File: config.mk
export PLATFORM = sky130hd
export DESIGN_NAME = demux4_rr_sched_flat
export DESIGN_NICKNAME = d
export VERILOG_FILES = /design/src/rtl/demux4_rr_sched_pkg.sv /design/src/rtl/demux4_rr_sched_if.sv /design/src/rtl/demux4_chan_slot.sv /design/src/rtl/demux4_rr_sched.sv /design/src/flat_wrapper.sv
export SDC_FILE = /design/constraint.sdc
export NUM_CORES = 1
export LEC_CHECK = 0
export CORE_MARGIN = 4
export CORE_UTILIZATION = 35
export DETAILED_ROUTE_END_ITERATION = 16
export PLACE_DENSITY = 0.65
export SKIP_CTS_REPAIR_TIMING = 1
export SLEW_MARGIN = 5
export SYNTH_ARGS = -nofsm -noshare
export SYNTH_HDL_FRONTEND = slang
export SYNTH_SLANG_ARGS = --single-unit
File: constraint.sdc
create_clock -name clk -period 3.9 [get_ports clk]
set_clock_uncertainty 0.05 [all_clocks]
set_input_delay 0.78 -clock clk [delete_from_list [all_inputs] [get_ports clk]]
set_output_delay 0.78 -clock clk [all_outputs]
set_load 0.05 [all_outputs]
File: src/rtl/demux4_rr_sched_pkg.sv
// Shared constants for the 1-to-4 round-robin demux: channel indices and dispatch modes.
package demux4_rr_sched_pkg;

  typedef enum logic [1:0] {
    CH_A = 2'd0,
    CH_B = 2'd1,
    CH_C = 2'd2,
    CH_D = 2'd3
  } ch_e;

  typedef enum logic {
    MODE_RR     = 1'b0,
    MODE_DIRECT = 1'b1
  } mode_e;

  localparam int unsigned NUM_CH = 4;

endpackage

File: src/rtl/demux4_rr_sched_if.sv
// Producer stream, four consumer channels and status for demux4_rr_sched.
interface demux4_rr_sched_if #(parameter int unsigned WIDTH = 4);

  logic             mode;
  logic [1:0]       sel;
  logic             in_valid;
  logic [WIDTH-1:0] in_data;
  logic             in_ready;

  logic             a_valid, b_valid, c_valid, d_valid;
  logic [WIDTH-1:0] a_data, b_data, c_data, d_data;
  logic             a_ready, b_ready, c_ready, d_ready;

  logic [1:0]       ptr;
  logic             busy;

  modport master (
    output mode, sel, in_valid, in_data,
    output a_ready, b_ready, c_ready, d_ready,
    input  in_ready,
    input  a_valid, b_valid, c_valid, d_valid,
    input  a_data, b_data, c_data, d_data,
    input  ptr, busy
  );

  modport slave (
    input  mode, sel, in_valid, in_data,
    input  a_ready, b_ready, c_ready, d_ready,
    output in_ready,
    output a_valid, b_valid, c_valid, d_valid,
    output a_data, b_data, c_data, d_data,
    output ptr, busy
  );

endinterface

File: src/rtl/demux4_chan_slot.sv
// One-entry channel register with full flag; data reads zero whenever the slot is empty.
module demux4_chan_slot #(
  parameter int unsigned WIDTH = 4
) (
  input  logic             clk,
  input  logic             rst,
  input  logic             load,
  input  logic [WIDTH-1:0] load_data,
  input  logic             drain_ready,
  output logic             full,
  output logic [WIDTH-1:0] data
);

  // load is only ever raised while empty, so it never collides with a drain
  always_ff @(posedge clk) begin
    if (rst) begin
      full <= 1'b0;
      data <= '0;
    end else if (load) begin
      full <= 1'b1;
      data <= load_data;
    end else if (full && drain_ready) begin
      full <= 1'b0;
      data <= '0;
    end
  end

endmodule

File: src/rtl/demux4_rr_sched.sv
// 1-to-4 demux sequencer: strict round-robin or direct dispatch into four one-entry slots.
module demux4_rr_sched
  import demux4_rr_sched_pkg::*;
#(
  parameter int unsigned WIDTH = 4
) (
  input logic               clk,
  input logic               rst,
  demux4_rr_sched_if.slave  bus
);

  logic [1:0]       ptr_q;
  logic [1:0]       tgt;
  logic             accept;
  logic [3:0]       full;
  logic [3:0]       ready;
  logic [3:0]       load;
  logic [WIDTH-1:0] data [NUM_CH];

  assign tgt          = (bus.mode == MODE_DIRECT) ? bus.sel : ptr_q;
  assign bus.in_ready = ~rst & ~full[tgt];
  assign accept       = bus.in_valid & bus.in_ready;

  always_comb begin
    load = '0;
    if (accept) load[tgt] = 1'b1;
  end

  for (genvar i = 0; i < NUM_CH; i++) begin : g_slot
    demux4_chan_slot #(.WIDTH(WIDTH)) u_slot (
      .clk         (clk),
      .rst         (rst),
      .load        (load[i]),
      .load_data   (bus.in_data),
      .drain_ready (ready[i]),
      .full        (full[i]),
      .data        (data[i])
    );
  end

  // pointer moves only on an accepted round-robin word; direct mode holds it
  always_ff @(posedge clk) begin
    if (rst) begin
      ptr_q <= 2'd0;
    end else if (accept && bus.mode == MODE_RR) begin
      ptr_q <= ptr_q + 2'd1;
    end
  end

  assign ready[CH_A] = bus.a_ready;
  assign ready[CH_B] = bus.b_ready;
  assign ready[CH_C] = bus.c_ready;
  assign ready[CH_D] = bus.d_ready;

  assign bus.a_valid = full[CH_A];
  assign bus.b_valid = full[CH_B];
  assign bus.c_valid = full[CH_C];
  assign bus.d_valid = full[CH_D];

  assign bus.a_data = data[CH_A];
  assign bus.b_data = data[CH_B];
  assign bus.c_data = data[CH_C];
  assign bus.d_data = data[CH_D];

  assign bus.ptr  = ptr_q;
  assign bus.busy = |full;

endmodule
File: src/flat_wrapper.sv
// flat-port wrapper written by rule: the top's interface ports become plain ports
module demux4_rr_sched_flat import demux4_rr_sched_pkg::*;
#(
  parameter int unsigned WIDTH = 4
)
  (clk, rst, bus_mode, bus_sel, bus_in_valid, bus_in_data, bus_a_ready, bus_b_ready, bus_c_ready, bus_d_ready, bus_in_ready, bus_a_valid, bus_b_valid, bus_c_valid, bus_d_valid, bus_a_data, bus_b_data, bus_c_data, bus_d_data, bus_ptr, bus_busy);
  demux4_rr_sched_if #(.WIDTH(WIDTH)) bus_i ();
  input logic clk;
  input logic rst;
  input wire logic [$bits(bus_i.mode)-1:0] bus_mode;
  input wire logic [$bits(bus_i.sel)-1:0] bus_sel;
  input wire logic [$bits(bus_i.in_valid)-1:0] bus_in_valid;
  input wire logic [$bits(bus_i.in_data)-1:0] bus_in_data;
  input wire logic [$bits(bus_i.a_ready)-1:0] bus_a_ready;
  input wire logic [$bits(bus_i.b_ready)-1:0] bus_b_ready;
  input wire logic [$bits(bus_i.c_ready)-1:0] bus_c_ready;
  input wire logic [$bits(bus_i.d_ready)-1:0] bus_d_ready;
  output wire logic [$bits(bus_i.in_ready)-1:0] bus_in_ready;
  output wire logic [$bits(bus_i.a_valid)-1:0] bus_a_valid;
  output wire logic [$bits(bus_i.b_valid)-1:0] bus_b_valid;
  output wire logic [$bits(bus_i.c_valid)-1:0] bus_c_valid;
  output wire logic [$bits(bus_i.d_valid)-1:0] bus_d_valid;
  output wire logic [$bits(bus_i.a_data)-1:0] bus_a_data;
  output wire logic [$bits(bus_i.b_data)-1:0] bus_b_data;
  output wire logic [$bits(bus_i.c_data)-1:0] bus_c_data;
  output wire logic [$bits(bus_i.d_data)-1:0] bus_d_data;
  output wire logic [$bits(bus_i.ptr)-1:0] bus_ptr;
  output wire logic [$bits(bus_i.busy)-1:0] bus_busy;
  assign bus_i.mode = bus_mode;
  assign bus_i.sel = bus_sel;
  assign bus_i.in_valid = bus_in_valid;
  assign bus_i.in_data = bus_in_data;
  assign bus_i.a_ready = bus_a_ready;
  assign bus_i.b_ready = bus_b_ready;
  assign bus_i.c_ready = bus_c_ready;
  assign bus_i.d_ready = bus_d_ready;
  assign bus_in_ready = bus_i.in_ready;
  assign bus_a_valid = bus_i.a_valid;
  assign bus_b_valid = bus_i.b_valid;
  assign bus_c_valid = bus_i.c_valid;
  assign bus_d_valid = bus_i.d_valid;
  assign bus_a_data = bus_i.a_data;
  assign bus_b_data = bus_i.b_data;
  assign bus_c_data = bus_i.c_data;
  assign bus_d_data = bus_i.d_data;
  assign bus_ptr = bus_i.ptr;
  assign bus_busy = bus_i.busy;
  demux4_rr_sched #(.WIDTH(WIDTH)) u_core (.clk(clk), .rst(rst), .bus(bus_i));
endmodule
* After elaboration in Yosys (flattened, before gate mapping)
Index checks and enable logic that the tools add are counted.
** Cells by class
- $add $sub $neg :: 1
- Order comparisons :: 2
- Mux-type cells :: 22
- Bitwise gates (word level) :: 5
- Reductions and logical operators :: 11
** Operator list (count)
- two-way mux 4 bit :: 9
- two-way mux 1 bit :: 10
- nonzero test 2 bit :: 4
- logical AND 1 bit :: 6
- OR reduction 4 bit :: 1
- < comparator 2 x 3 -> 1 bit, second input constant :: 1
- NOT 1 bit :: 3
- adder 2 x 1 -> 2 bit, second input constant :: 1
- bitwise AND 1 bit :: 2
- binary-select mux 1 bit (select 2 bit) :: 1
- demux 1 bit (select 2 bit) :: 1
- greater-or-equal comparator 2 x 1 -> 1 bit, second input constant :: 1
- two-way mux 2 bit :: 1
** Word-level totals
- Flip-flop bits (word level) :: 22
- Input bits :: 14
- Output and inout bits :: 24
- Logic and storage cells :: 50

* Depth between registers and ports, before layout
- Depth after elaboration :: 8
- Depth in mapped cells :: 5
- Depth with buffers taken out :: 4

* Cells and area by module
Synthesis repeated with hierarchy kept, for this count alone.
** Unflattened totals
- Cells, all modules :: 125
- Area, all modules :: 1068.5 um^2
** By module, submodules not included
- demux4_chan_slot :: instances 4, cells each 21, area an instance 181.4 um^2, seq. area each 100.1 um^2
- demux4_rr_sched :: instances 1, cells each 41, area an instance 342.8 um^2, seq. area each 40.0 um^2

* Worst setup path before layout
OpenSTA, ideal clock, no wires.
- Path type :: reg-to-output
- From :: reg u_core.ptr_q[0] (netlist: u_core.bus.ptr[0])
- To :: out bus_in_ready
- Arrival :: 1.911 ns
- Data required time :: 3.070 ns
- Slack :: 1.159 ns
- Cell stages (with the launch flop) :: 6
- Buffers on the path :: 1
- Cells stage by stage :: dfxtp_1 > buf_6 > mux2_4 > a22o_1 > o21ai_0 > and3_1
** Between the ends
- Word-level cells in the longest chain between the ends :: 5
** RTL lines
- start, declared :: line demux4_rr_sched.sv:12 : logic [1:0] ptr_q;
- start signal, assigned :: line demux4_rr_sched.sv:46 : ptr_q <= ptr_q + 2'd1;
- two-way mux 2 bit :: line demux4_rr_sched.sv:20 : assign tgt = (bus.mode == MODE_DIRECT) ? bus.sel : ptr_q;
- binary-select mux 1 bit (select 2 bit) :: line demux4_rr_sched.sv:21 : assign bus.in_ready = ~rst & ~full[tgt];
- two-way mux 1 bit (not written as such) :: line demux4_rr_sched.sv:21
- NOT 1 bit :: line demux4_rr_sched.sv:21
- bitwise AND 1 bit :: line demux4_rr_sched.sv:21
- end, declared :: line flat_wrapper.sv:18 : output wire logic [$bits(bus_i.in_ready)-1:0] bus_in_ready;
No other way between the ends. The select of a mux whose other input is x is not followed.

* Final worst setup path
- From :: in bus_mode
- To :: out bus_in_ready
** Between the ends
- Word-level cells in the longest chain between the ends :: 5
** RTL lines
- start, declared :: line flat_wrapper.sv:10 : input wire logic [$bits(bus_i.mode)-1:0] bus_mode;
- two-way mux 2 bit :: line demux4_rr_sched.sv:20
- binary-select mux 1 bit (select 2 bit) :: line demux4_rr_sched.sv:21
- two-way mux 1 bit (not written as such) :: line demux4_rr_sched.sv:21
- NOT 1 bit :: line demux4_rr_sched.sv:21
- bitwise AND 1 bit :: line demux4_rr_sched.sv:21
No other way between the ends. The select of a mux whose other input is x is not followed.

==> flow_summary.json <==
{
  "status": "finished, final reports clean",
  "grt-ovfl-total": 0,
  "min_period_ns": 3.14,
  "report.final.hold_viol_count": 0,
  "start_util_pct": 37.5,
  "area_delta_synth_final_pct": 41.9,
  "cts_max_level": 1,
  "syn_nets": 141,
  "vias": 1074,
  "synth_compound_area_share_pct": 19.9,
  "ys_seq_area_share_pct": 41.9,
  "critPathArrivalTime_ns": 2.31,
  "switching_share_pct": 26.6,
  "rrSetupSlack_ns": 2.05,
  "port_buffers": 37,
  "ant_nets": 0,
  "layout_commonest_cell": "clkdlybuf4s50_1",
  "synthFlopType": "dfxtp_1",
  "p_per_area_nw_per_um2": 337,
  "clock_latency_ns": 0.32,
  "slew_headroom_pct": 65.4,
  "syn_area_um2": 1050,
  "synthArstFlopShare_pct": 0,
  "fp.dieArea_um2": 3950,
  "yosys.cell_types.count": 30,
  "grt_pass1_vias": 1024,
  "finalPower_mw": 0.504,
  "p_int_mw": 0.370,
  "r2r_start": "u_core.bus.ptr[0]",
  "cts_tree": "yes",
  "dpl.hpwl_um": 2110,
  "drt_pre_antenna_iters": 4,
  "die-width_um": 62.8,
  "tns_ns": 0,
  "setup_viol": 0,
  "grt_pass1_wl_um": 4890,
  "synth_edf_count": 0,
  "switchingPower_mw": 0.134,
  "dieHeight_um": 62.8,
  "clock_path_buffers": 2,
  "hold_end": "u_core.g_slot[0].u_slot.data[1]",
  "period_share_pct": 80.5,
  "cts-root-buf": "clkbuf_4",
  "drv_cap": 0,
  "rows": 19,
  "min_path_type": "reg -> reg",
  "via_per_inst": 5.51,
  "wl_per_cell_um": 14.9,
  "synth_top_family_by_area": "simple AND/OR/NAND/NOR gates",
  "io_pins": 38,
  "drcViolationCount": 0,
  "hold_start": "u_core.g_slot[0].u_slot.data[1]",
  "tightest_slew_ns": 0.518,
  "antenna_found_initial": 0,
  "ys_warn_count": 0,
  "power.share.clock_pct": 35.6,
  "nets": 179,
  "p_seq_share_pct": 47.1,
  "synthXorXnorAreaFrac_pct": 0,
  "worst_setup_path_end_kind": "output pin",
  "syn-instance-count": 127,
  "place_congestion": 0.805,
  "diodes": 0,
  "min_delay_path_depth": 2,
  "synth-seq-cells": 22,
  "drtIter0Drc": 48,
  "clock-sinks": 22,
  "crit_type": "in -> out",
  "syn-mean-instance-area_um2": 8.29,
  "vdd.ir_drop.worst_mv": 0.206,
  "reg2reg_depth": 4,
  "routed_wl_um": 2910,
  "yosys.area_share.simple_pct": 31.9,
  "grt_max_degree": 19,
  "coreArea_um2": 2810,
  "slew_viol_final": 0,
  "drive_gt1_share_pct": 6.71,
  "grt_use_total_pct": 15.5,
  "start_kind": "primary input",
  "p_leak_nw": 0.501,
  "p_comb_share_pct": 17.4,
  "most-common-layout-cells": "clkdlybuf4s50_1 (36), a21oi_1 (22), dfxtp_1 (22)",
  "cts_buffers": 3,
  "synthMuxAreaShare_pct": 1.43,
  "path_max_fanout": 14,
  "fmax_mhz": 319,
  "synth_fa_ha_area_share_pct": 0,
  "required_ns": 3.07,
  "rsz0062_at_grt": "no",
  "r2r-end": "u_core.bus.ptr[0]",
  "path_clk_slew_ns": 0.13
}
==> critical path, stage by stage <==
cell and delay [ns]:
clkdlybuf4s50_1 0.61, nor3b_1 0.44, o21ai_0 0.14, and3_1 0.15, buf_4 0.18
==> area by class of cell <==
type / count / area [um2]
inverters: 7 / 26.3
clock inverters: 1 / 30.0
clock buffers: 3 / 22.5
well taps: 31 / 38.8
repair buffers: 38 / 375
fillers: 290 / 1310
multi-input cells: 93 / 559
flip-flops and latches: 22 / 440
==> power by group through the flow <==
stage	Combinational [mW]	Sequential (mW)	Clock, mW
floorplan	0.0343	0.259	0
finish	0.0874	0.237	0.179
global route	0.0939	0.238	0.193
detailed placement	0.0872	0.242	0
CTS	0.0875	0.237	0.186
global placement	0.0866	0.242	0
==> how the worst max path moves through the flow <==
| stage | start | end | slack [ns] | cells past startpoint |
|---|---|---|---|---|
| 4_1_cts | bus_mode | bus_in_ready | 0.76 | 5 |
| 2_1_floorplan | u_core.bus.ptr[0] | bus_in_ready | 1.16 | 5 |
| 5_1_grt | bus_mode | bus_in_ready | 0.57 | 5 |
| 6_report | bus_mode | bus_in_ready | 0.76 | 5 |
| 3_3_place_gp | bus_mode | bus_in_ready | 0.81 | 5 |
| 3_5_place_dp | bus_mode | bus_in_ready | 0.78 | 5 |
==> metal layers <==
metal | up-vias | GRT usage (%) | share of wire [%]
met2 | 32 | 25.2 | 47
met4 | 0 | 2.48 | 0.76
li1 | 533 | - | -
met5 | - | 0 | 0
met1 | 507 | 19.6 | 46
met3 | 2 | 6.12 | 6.4
==> metrics by stage <==
step / util [%] / setup WS [ns] / instances / hold slack, ns / instance area (um2)
2_1_floorplan: - / 1.16 / 127 / 0.641 / 1050
3_3_place_gp: 51.3 / 0.808 / 191 / 0.408 / 1440
3_5_place_dp: 51.3 / 0.782 / 191 / 0.408 / 1440
4_1_cts: 53.2 / 0.761 / 195 / 0.427 / 1490
5_1_grt: 53.2 / 0.572 / 195 / 0.454 / 1490
6_report: 53.2 / 0.762 / 195 / 0.423 / 1490
==> synth_stat cells (3+ instances only) <==
| master | count | area [um2] |
|---|---|---|
| inv_1 | 7 | 26.3 |
| nand3_1 | 14 | 70.1 |
| a21oi_1 | 22 | 110 |
| nand2b_1 | 4 | 25.0 |
| nand2_1 | 9 | 33.8 |
| clkbuf_1 | 4 | 15.0 |
| o21ai_0 | 3 | 15.0 |
| dfxtp_1 | 22 | 440 |
| nand3b_1 | 7 | 52.6 |
| or2_0 | 8 | 50.1 |
==> sequential cells by signal, indices dropped and copies added, names as in the netlist <==
name	cells
u_core.g_slot.u_slot.data	16
u_core.bus.ptr	2
u_core.g_slot.u_slot.full	4
==> cell families after synthesis <==
group | count (synthesis)
buffers and inverters | 12
muxes | 1
DFF | 22
AOI/OAI and AO/OA | 35
and+or+nand+nor | 57
Note: power is estimated with default switching activity, not from simulation.
